## src/rtl/lsu_pkg.sv

```systemverilog
// lsu_pkg: funct3 codes, FSM states and helpers shared by the Wishbone load/store master
package lsu_pkg;
  localparam logic [2:0] F3_B  = 3'b000;
  localparam logic [2:0] F3_H  = 3'b001;
  localparam logic [2:0] F3_W  = 3'b010;
  localparam logic [2:0] F3_BU = 3'b100;
  localparam logic [2:0] F3_HU = 3'b101;
  typedef enum logic [2:0] {IDLE, STROBE, WAIT, DONE, ERR} state_t;
  function automatic logic [3:0] sel_enc(input logic [2:0] f3, input logic [1:0] a);
    return f3[1:0] == 2'b00 ? 4'b0001 << a : f3[1:0] == 2'b01 ? (a[1] ? 4'b1100 : 4'b0011) : 4'b1111;
  endfunction
  function automatic logic req_illegal(input logic we, input logic [2:0] f3, input logic [1:0] a);
    return f3[1:0] == 2'b11 || (f3[2] && (we || f3[1])) ||
           (f3[1:0] == 2'b01 && a[0]) || (f3[1:0] == 2'b10 && a != 2'b00);
  endfunction
endpackage

```

## src/rtl/lsu_load_extend.sv

```systemverilog
// lsu_load_extend: sign/zero extension of right-aligned Wishbone read data by funct3
module lsu_load_extend
  import lsu_pkg::*;
(
  input  logic [2:0]  funct3,
  input  logic [31:0] wb_dat_i,
  output logic [31:0] ext_data
);
  always_comb
    ext_data = funct3 == F3_B  ? {{24{wb_dat_i[7]}}, wb_dat_i[7:0]} :
               funct3 == F3_BU ? {24'h0, wb_dat_i[7:0]} :
               funct3 == F3_H  ? {{16{wb_dat_i[15]}}, wb_dat_i[15:0]} :
               funct3 == F3_HU ? {16'h0, wb_dat_i[15:0]} : wb_dat_i;
endmodule

```

## src/rtl/wb_lsu_master.sv

```systemverilog
// wb_lsu_master: single-request RV32 load/store to Wishbone master; WB_LSU_TIMEOUT_EN adds a read-ack timeout
module wb_lsu_master
  import lsu_pkg::*;
#(
  parameter int TIMEOUT_CYCLES = 16
) (
  input  logic        clk,
  input  logic        rst_n,
  input  logic        req_valid,
  output logic        req_ready,
  input  logic        req_we,
  input  logic [2:0]  req_funct3,
  input  logic [31:0] req_addr,
  input  logic [31:0] req_wdata,
  output logic        resp_valid,
  output logic        resp_err,
  output logic [31:0] resp_rdata,
  output logic        wb_cyc,
  output logic        wb_stb,
  output logic        wb_we,
  output logic [3:0]  wb_sel,
  output logic [31:0] wb_adr,
  output logic [31:0] wb_dat_o,
  input  logic [31:0] wb_dat_i,
  input  logic        wb_ack
);
  state_t state, nxt;
  logic [2:0] f3_q;
  logic [31:0] rdata_q, ext;
  logic tmo;
  lsu_load_extend u_ext (.funct3(f3_q), .wb_dat_i(wb_dat_i), .ext_data(ext));
  always_ff @(posedge clk)
    state <= !rst_n ? IDLE : nxt;
  always_ff @(posedge clk) begin
    if (!rst_n) begin
      f3_q     <= '0;
      wb_we    <= 1'b0;
      wb_sel   <= '0;
      wb_adr   <= '0;
      wb_dat_o <= '0;
      rdata_q  <= '0;
    end else begin
      if (req_valid && req_ready) begin
        f3_q     <= req_funct3;
        wb_we    <= req_we;
        wb_sel   <= sel_enc(req_funct3, req_addr[1:0]);
        wb_adr   <= req_addr;
        wb_dat_o <= req_wdata;
      end
      if (state == WAIT && wb_ack) rdata_q <= ext;
    end
  end
`ifdef WB_LSU_TIMEOUT_EN
  localparam int CW = $clog2(TIMEOUT_CYCLES + 1);
  logic [CW-1:0] cnt;
  always_ff @(posedge clk)
    cnt <= (!rst_n || state != WAIT) ? '0 : cnt + 1'b1;
  assign tmo = cnt == CW'(TIMEOUT_CYCLES - 1);
`else
  localparam int unused_tmo = TIMEOUT_CYCLES;
  assign tmo = 1'b0;
`endif
  always_comb begin
    nxt = state == IDLE   ? (req_valid ? (req_illegal(req_we, req_funct3, req_addr[1:0]) ? ERR : STROBE) : IDLE) :
          state == STROBE ? (wb_we ? DONE : WAIT) :
          state == WAIT   ? (wb_ack ? DONE : tmo ? ERR : WAIT) : IDLE;
    req_ready  = state == IDLE;
    wb_cyc     = state == STROBE || state == WAIT;
    wb_stb     = state == STROBE;
    resp_valid = state == DONE || state == ERR;
    resp_err   = state == ERR;
    resp_rdata = (state == DONE && !wb_we) ? rdata_q : '0;
  end
endmodule

```

## config.mk

```make
export PLATFORM = sky130hd
export DESIGN_NAME = wb_lsu_master
export DESIGN_NICKNAME = d
export VERILOG_FILES = /design/src/rtl/lsu_pkg.sv /design/src/rtl/lsu_load_extend.sv /design/src/rtl/wb_lsu_master.sv
export SDC_FILE = /design/constraint.sdc
export NUM_CORES = 1
export LEC_CHECK = 0
export CAP_MARGIN = 0
export CELL_PAD_IN_SITES_DETAIL_PLACEMENT = 0
export CELL_PAD_IN_SITES_GLOBAL_PLACEMENT = 1
export CORE_AREA = 2 2 95 188
export CTS_CLUSTER_DIAMETER = 50
export DETAILED_ROUTE_END_ITERATION = 16
export DIE_AREA = 0 0 97 190
export PLACE_DENSITY_LB_ADDON = 0.25
export SLEW_MARGIN = 20
export SYNTH_ARGS = -nofsm -noshare
export SYNTH_HDL_FRONTEND = slang
export SYNTH_SLANG_ARGS = --single-unit
```

## constraint.sdc

```tcl
create_clock -name clk -period 1.6 [get_ports clk]
set_input_delay 0.32 -clock clk [delete_from_list [all_inputs] [get_ports clk]]
set_output_delay 0.32 -clock clk [all_outputs]
set_load 0.01 [all_outputs]
```

After elaboration in Yosys (flattened, before gate mapping):

Index checks and enable logic that the tools add are counted.

* flip-flop bits (word level): 107
* input port bits: 104
* output and inout bits: 106
* word-level logic and storage cells: 50

* eq/ne operators: 10
* shift operators: 1
* multiplexer cells: 15
* reductions and logical operators: 17

Operators by type and width (number)
* $mux 32: 5
* $mux 4: 3
* $eq 3x3->1 const B: 3
* $mux 3: 3
* $eq 3x1->1 const B: 2
* $eq 3x2->1 const B: 2
* $logic_and 1x1->1: 6
* $logic_not 3->1: 2
* $logic_or 1x1->1: 6
* $eq 2x2->1 const B: 2
* $mux 2: 2
* $shl 1x2->4 const A: 1
* $eq 2x1->1 const B: 1
* $logic_not 2->1: 1
* $mux 1: 2
* $reduce_bool 2->1: 1
* $logic_not 1->1: 1

Depth between registers and ports, before layout:

* depth in word-level cells: 8
* depth in mapped cells: 6
* depth with buffers taken out: 3

Modules after synthesis:

Synthesis repeated with hierarchy kept, for this count alone.

* cell total of the unflattened synthesis: 586
* area total of the unflattened synthesis: 4421.7 µm²

By module, submodules not included
* wb_lsu_master: times used 1, cells each 519, area an instance 4057.6 µm², seq. area each 2142.1 µm²
* lsu_load_extend: times used 1, cells each 67, area an instance 364.1 µm², seq. area each 0.0 µm²

Least setup slack after synthesis:

OpenSTA, ideal clock, no wires.

* path kind: register to output
* start point: reg state[0]
* end point: out resp_rdata[10]
* arrival time: 1.390 ns
* data required time: 1.280 ns
* path slack: -0.110 ns
* cell stages (with the launch flop): 6
* buffers on the path: 2
* cell sequence: dfxtp_1 > buf_6 > inv_1 > nor4b_1 > clkbuf_1 > and2_1

* longest elaborated chain between the ends: 3

Ends and longest elaborated chain
* from (decl): RTL line wb_lsu_master.sv:27 `state_t state, nxt;`
* from (signal assigned): RTL line wb_lsu_master.sv:33 `state <= !rst_n ? IDLE : nxt;`
* $eq 3x2->1: RTL line wb_lsu_master.sv:72 `resp_rdata = (state == DONE && !wb_we) ? rdata_q : '0;`
* $logic_and 1x1->1: RTL line wb_lsu_master.sv:72
* $mux 32: RTL line wb_lsu_master.sv:72
* to (decl): RTL line wb_lsu_master.sv:17 `output logic [31:0] resp_rdata,`

No other way between the ends.

Worst setup path after layout:

* start point: reg state[2]
* end point: reg wb_adr[12]

* longest elaborated chain between the ends: 2

Ends and longest elaborated chain
* $logic_not 3->1: RTL line wb_lsu_master.sv:67 `req_ready = state == IDLE;`
* $logic_and 1x1->1: RTL line wb_lsu_master.sv:43 `if (req_valid && req_ready) begin`
* to (signal assigned): RTL line wb_lsu_master.sv:47 `wb_adr <= req_addr;`
* to (decl): RTL line wb_lsu_master.sv:22 `output logic [31:0] wb_adr,`

No other way between the ends.
A chain may end at the register's enable or synchronous reset.

==> run summary <==
In the routed layout, each cell is associated on average with a via count of 4.60. The number of standard cells in the layout, taps in and fillers out is 993. The first global-routing pass estimated 25.0 mm of wire. In the final layout, flip-flops and latches occupy 2140 um^2. For the pin with the worst max-slew slack, the measured transition is 0.502 ns. Setup total negative slack on the finished layout was measured at -27.43 ns. The run gives 0.743 as the routability-driven placement congestion ratio. The tools report the clock network latency to the later pin of the worst-skew pair as 0.36 ns. The tools report the clock root buffer as sky130_fd_sc_hd__clkbuf_16. The chip height is 190 um. The detailed router finished its first iteration with 85 violations. The post-synthesis register bit count came out at 107. The run gives 4635 as the number of global-route vias before repair.

Most frequent cell after synthesis: sky130_fd_sc_hd__nand2_1. Along the worst path, the maximum fanout reaches 5. The run gives 0 as the number of antenna violations at the first check in global routing. The final reports fail on setup timing. The wire-length estimate of the detail-placed layout is 9.29 mm. The count of nets left with antenna violations once routing finished came out at 0. In the post-synthesis netlist, the biggest area contributors are sky130_fd_sc_hd__dfxtp_1, sky130_fd_sc_hd__a21oi_1, sky130_fd_sc_hd__nand2_1. The port buffer count is 209, and the number of flops mapped to enable cells by yosys is 0.

The number of antenna repair diodes is 0. In the routed design, unresolved DRC markers number 0. The number of max-cap violations is 0, and the minimum period implied by the final worst setup slack is 1.91 ns. The category of the worst setup path capture point was a flip-flop.

In this run the worst hold path is classified as reg2reg. Global routing used 17.0% of the available tracks. Counting the buffers created by CTS gives 9. The number of cells in the design after placement was 934. The post-layout worst setup margin was -0.309 ns. The number of distinct library cells after synthesis is 32. Setup repair after global routing could not meet its margin everywhere. The worst setup path is of the reg2reg kind. For this run, the post-layout net count is 882. After filler insertion, the fill cell instance count of the layout stands at 1596.

The post-synth net total came out at 631. After synthesis, the mean cell area works out to 7.89 um^2. Counting every instance in the synthesized netlist gives 527.

For the worst setup path, the data required time is 1.83 ns. First-pass iteration count of the detailed router: 4. The number of H-tree levels is 3.

In this run the standard cell core region covers 17100 um^2. In this run the count of I/O pins placed on the die edge is 210. The upper clock frequency limit was 0.524 GHz.

The die is 97 um wide. The post-route fraction of the period consumed by the critical path was 119%; the sequential-to-total area share from yosys stat was 51.5%. TritonCTS built the clock tree.

The wire length per cell after detailed routing is 16.8 um, and the multi-input gate area in the final layout is 2890 um^2. The aggregate routed wire length came out at 16.6 mm. STA classifies the critical path startpoint as a flip-flop. In this run the core area contains 68 standard-cell rows. Data arrives at the worst endpoint at 2.14 ns.

The clock passes through at most 2 buffers. The total count of max-transition violations in the final report came out at 0. The run gives -0.299 ns as the worst slack at placement.

After synthesis, the share of flip-flops with an asynchronous set or reset is 0%. The effective utilization at floorplan was 24.3%; the largest voltage drop on the vdd net was 0.000508 V. The layout-stage area growth over the synthesis result is 116%, and the count of endpoints failing setup in the final report is 137. The run finished, with violations left. For the final database, setup skew stands at 0.00734 ns. For this run the aggregate overflow at the end of global routing stands at 0. The top cell type by area accounts for 51.5% of the synthesized area.

For this run, the leading register cell type out of synthesis is sky130_fd_sc_hd__dfxtp_1. The analysis attributes to cell leakage a power of 4.36 nW. The tools report the die outline area as 18400 um^2.

The total power density per cell area was 839 nW/um^2; the count of synthesis-stage warnings from yosys was 0. In this run the cell area of the synthesized design comes to 4160 um^2. Clock-pin slew was measured on the worst setup and hold paths at 0.07 ns.

Headroom to the max-slew limit came out at 66.1%. Total number of clock tree sinks: 107. The final-report hold violation count is 0, and the ratio of cells with drive above 1 in the final layout is 44.7%. The maximum number of pins on one net before global-route repair was 49. By count the netlist is led by sky130_fd_sc_hd__nand2_1, sky130_fd_sc_hd__a21oi_1, sky130_fd_sc_hd__dfxtp_1. The run gives 4564 as the total number of vias.

The synthesized design spends more area on one cell type than any other, namely sky130_fd_sc_hd__dfxtp_1.
power breakdown:
group / internal (mW) / switching (mW)
clock: 1.26 / 1.04
sequential: 2.85 / 0.148
combinational: 1.23 / 1.01
final cells by class:
class | count | share of cell area [%]
Clock inverter | 5 | 0.683
Sequential cell | 107 | 23.9
Tap cell | 210 | 2.93
Multi-Input combinational cell | 372 | 32.2
Timing Repair Buffer | 285 | 37.5
Clock buffer | 11 | 2.70
Inverter | 3 | 0.125
cells by family (layout without fill, tap and decap cells):
logic type | Yosys count | in the layout | share of synthesized area (%)
and+or+nand+nor | 215 | 215 | 23.3
AOI/OAI and AO/OA | 155 | 155 | 19.6
DFF | 107 | 107 | 51.5
buffers and inverters | 48 | 304 | 5.09
xor gates and xnor gates | 1 | 1 | 0.211
muxes | 1 | 1 | 0.241
metrics by stage:
| step | utilization (%) | hold slack (ns) | power [mW] | cell area (um^2) |
|---|---|---|---|---|
| global placement | 39.1 | 0.441 | 4.36 | 6680 |
| detailed placement | 39.1 | 0.444 | 4.37 | 6680 |
| floorplan | - | 0.432 | 3.54 | 4160 |
| finish | 52.5 | 0.459 | 7.53 | 8980 |
| CTS | 46.2 | 0.457 | 7.37 | 7900 |
| global route | 52.5 | 0.471 | 7.91 | 8980 |
placed cells by master, fill, tap and decap left out, drive strengths merged, types with 2 or more instances in the layout:
cell type	instances
nand2	154
dlygate4sd2	19
a311oi	2
buf	108
dfxtp	107
clkdlybuf4s50	108
a21oi	117
nand2b	2
nor4b	3
clkinvlp	3
o21ai	32
nor4	2
dlymetal6s2s	45
and2	32
nor2	8
nor3	6
clkbuf	16
inv	4
path summary, 6_finish.rpt:
path,from,end,slack (ns),cells after the start
hold reg to reg,wb_adr[24],wb_adr[24],0.46,2
setup reg to reg,state[2],wb_adr[12],-0.31,9
hold / removal,wb_adr[24],wb_adr[24],0.46,2
setup / recovery,state[2],wb_adr[12],-0.31,9
sequential cells by signal (all words and copies together) (netlist names):
name / flops
f3_q: 3
rdata_q: 32
state: 3
wb_adr: 32
wb_dat_o: 32
wb_sel: 4
wb_we: 1
worst max-delay path: stages (launching register included):
cell and delay [ns]:
sky130_fd_sc_hd__dfxtp_2 0.34, sky130_fd_sc_hd__buf_4 0.13, sky130_fd_sc_hd__buf_6 0.11, sky130_fd_sc_hd__buf_6 0.11, sky130_fd_sc_hd__or4b_4 0.52, sky130_fd_sc_hd__buf_12 0.16, sky130_fd_sc_hd__buf_12 0.13, sky130_fd_sc_hd__clkbuf_16 0.17
sky130_fd_sc_hd__nand2_4 0.06, sky130_fd_sc_hd__a21oi_1 0.05
layer usage:
layer / share of wire [%] / wire length (um) / global-route usage [%] / up-vias
li1: - / - / - / 2260
met1: 44 / 7260 / 21.5 / 2127
met2: 47 / 7820 / 27.3 / 164
met3: 7.9 / 1310 / 5.88 / 13
met4: 1.5 / 257 / 5.15 / 0
met5: 0 / 0 / 0 / -
repair_timing:
action	in CTS	in global routing
setup endpoints to repair	110	155
gates resized for setup	287	309
hold buffers	0	0
gates cloned	19	6
setup buffers	25	4
pin swaps	77	72
No activity file was read; power rests on OpenSTA's default activity.
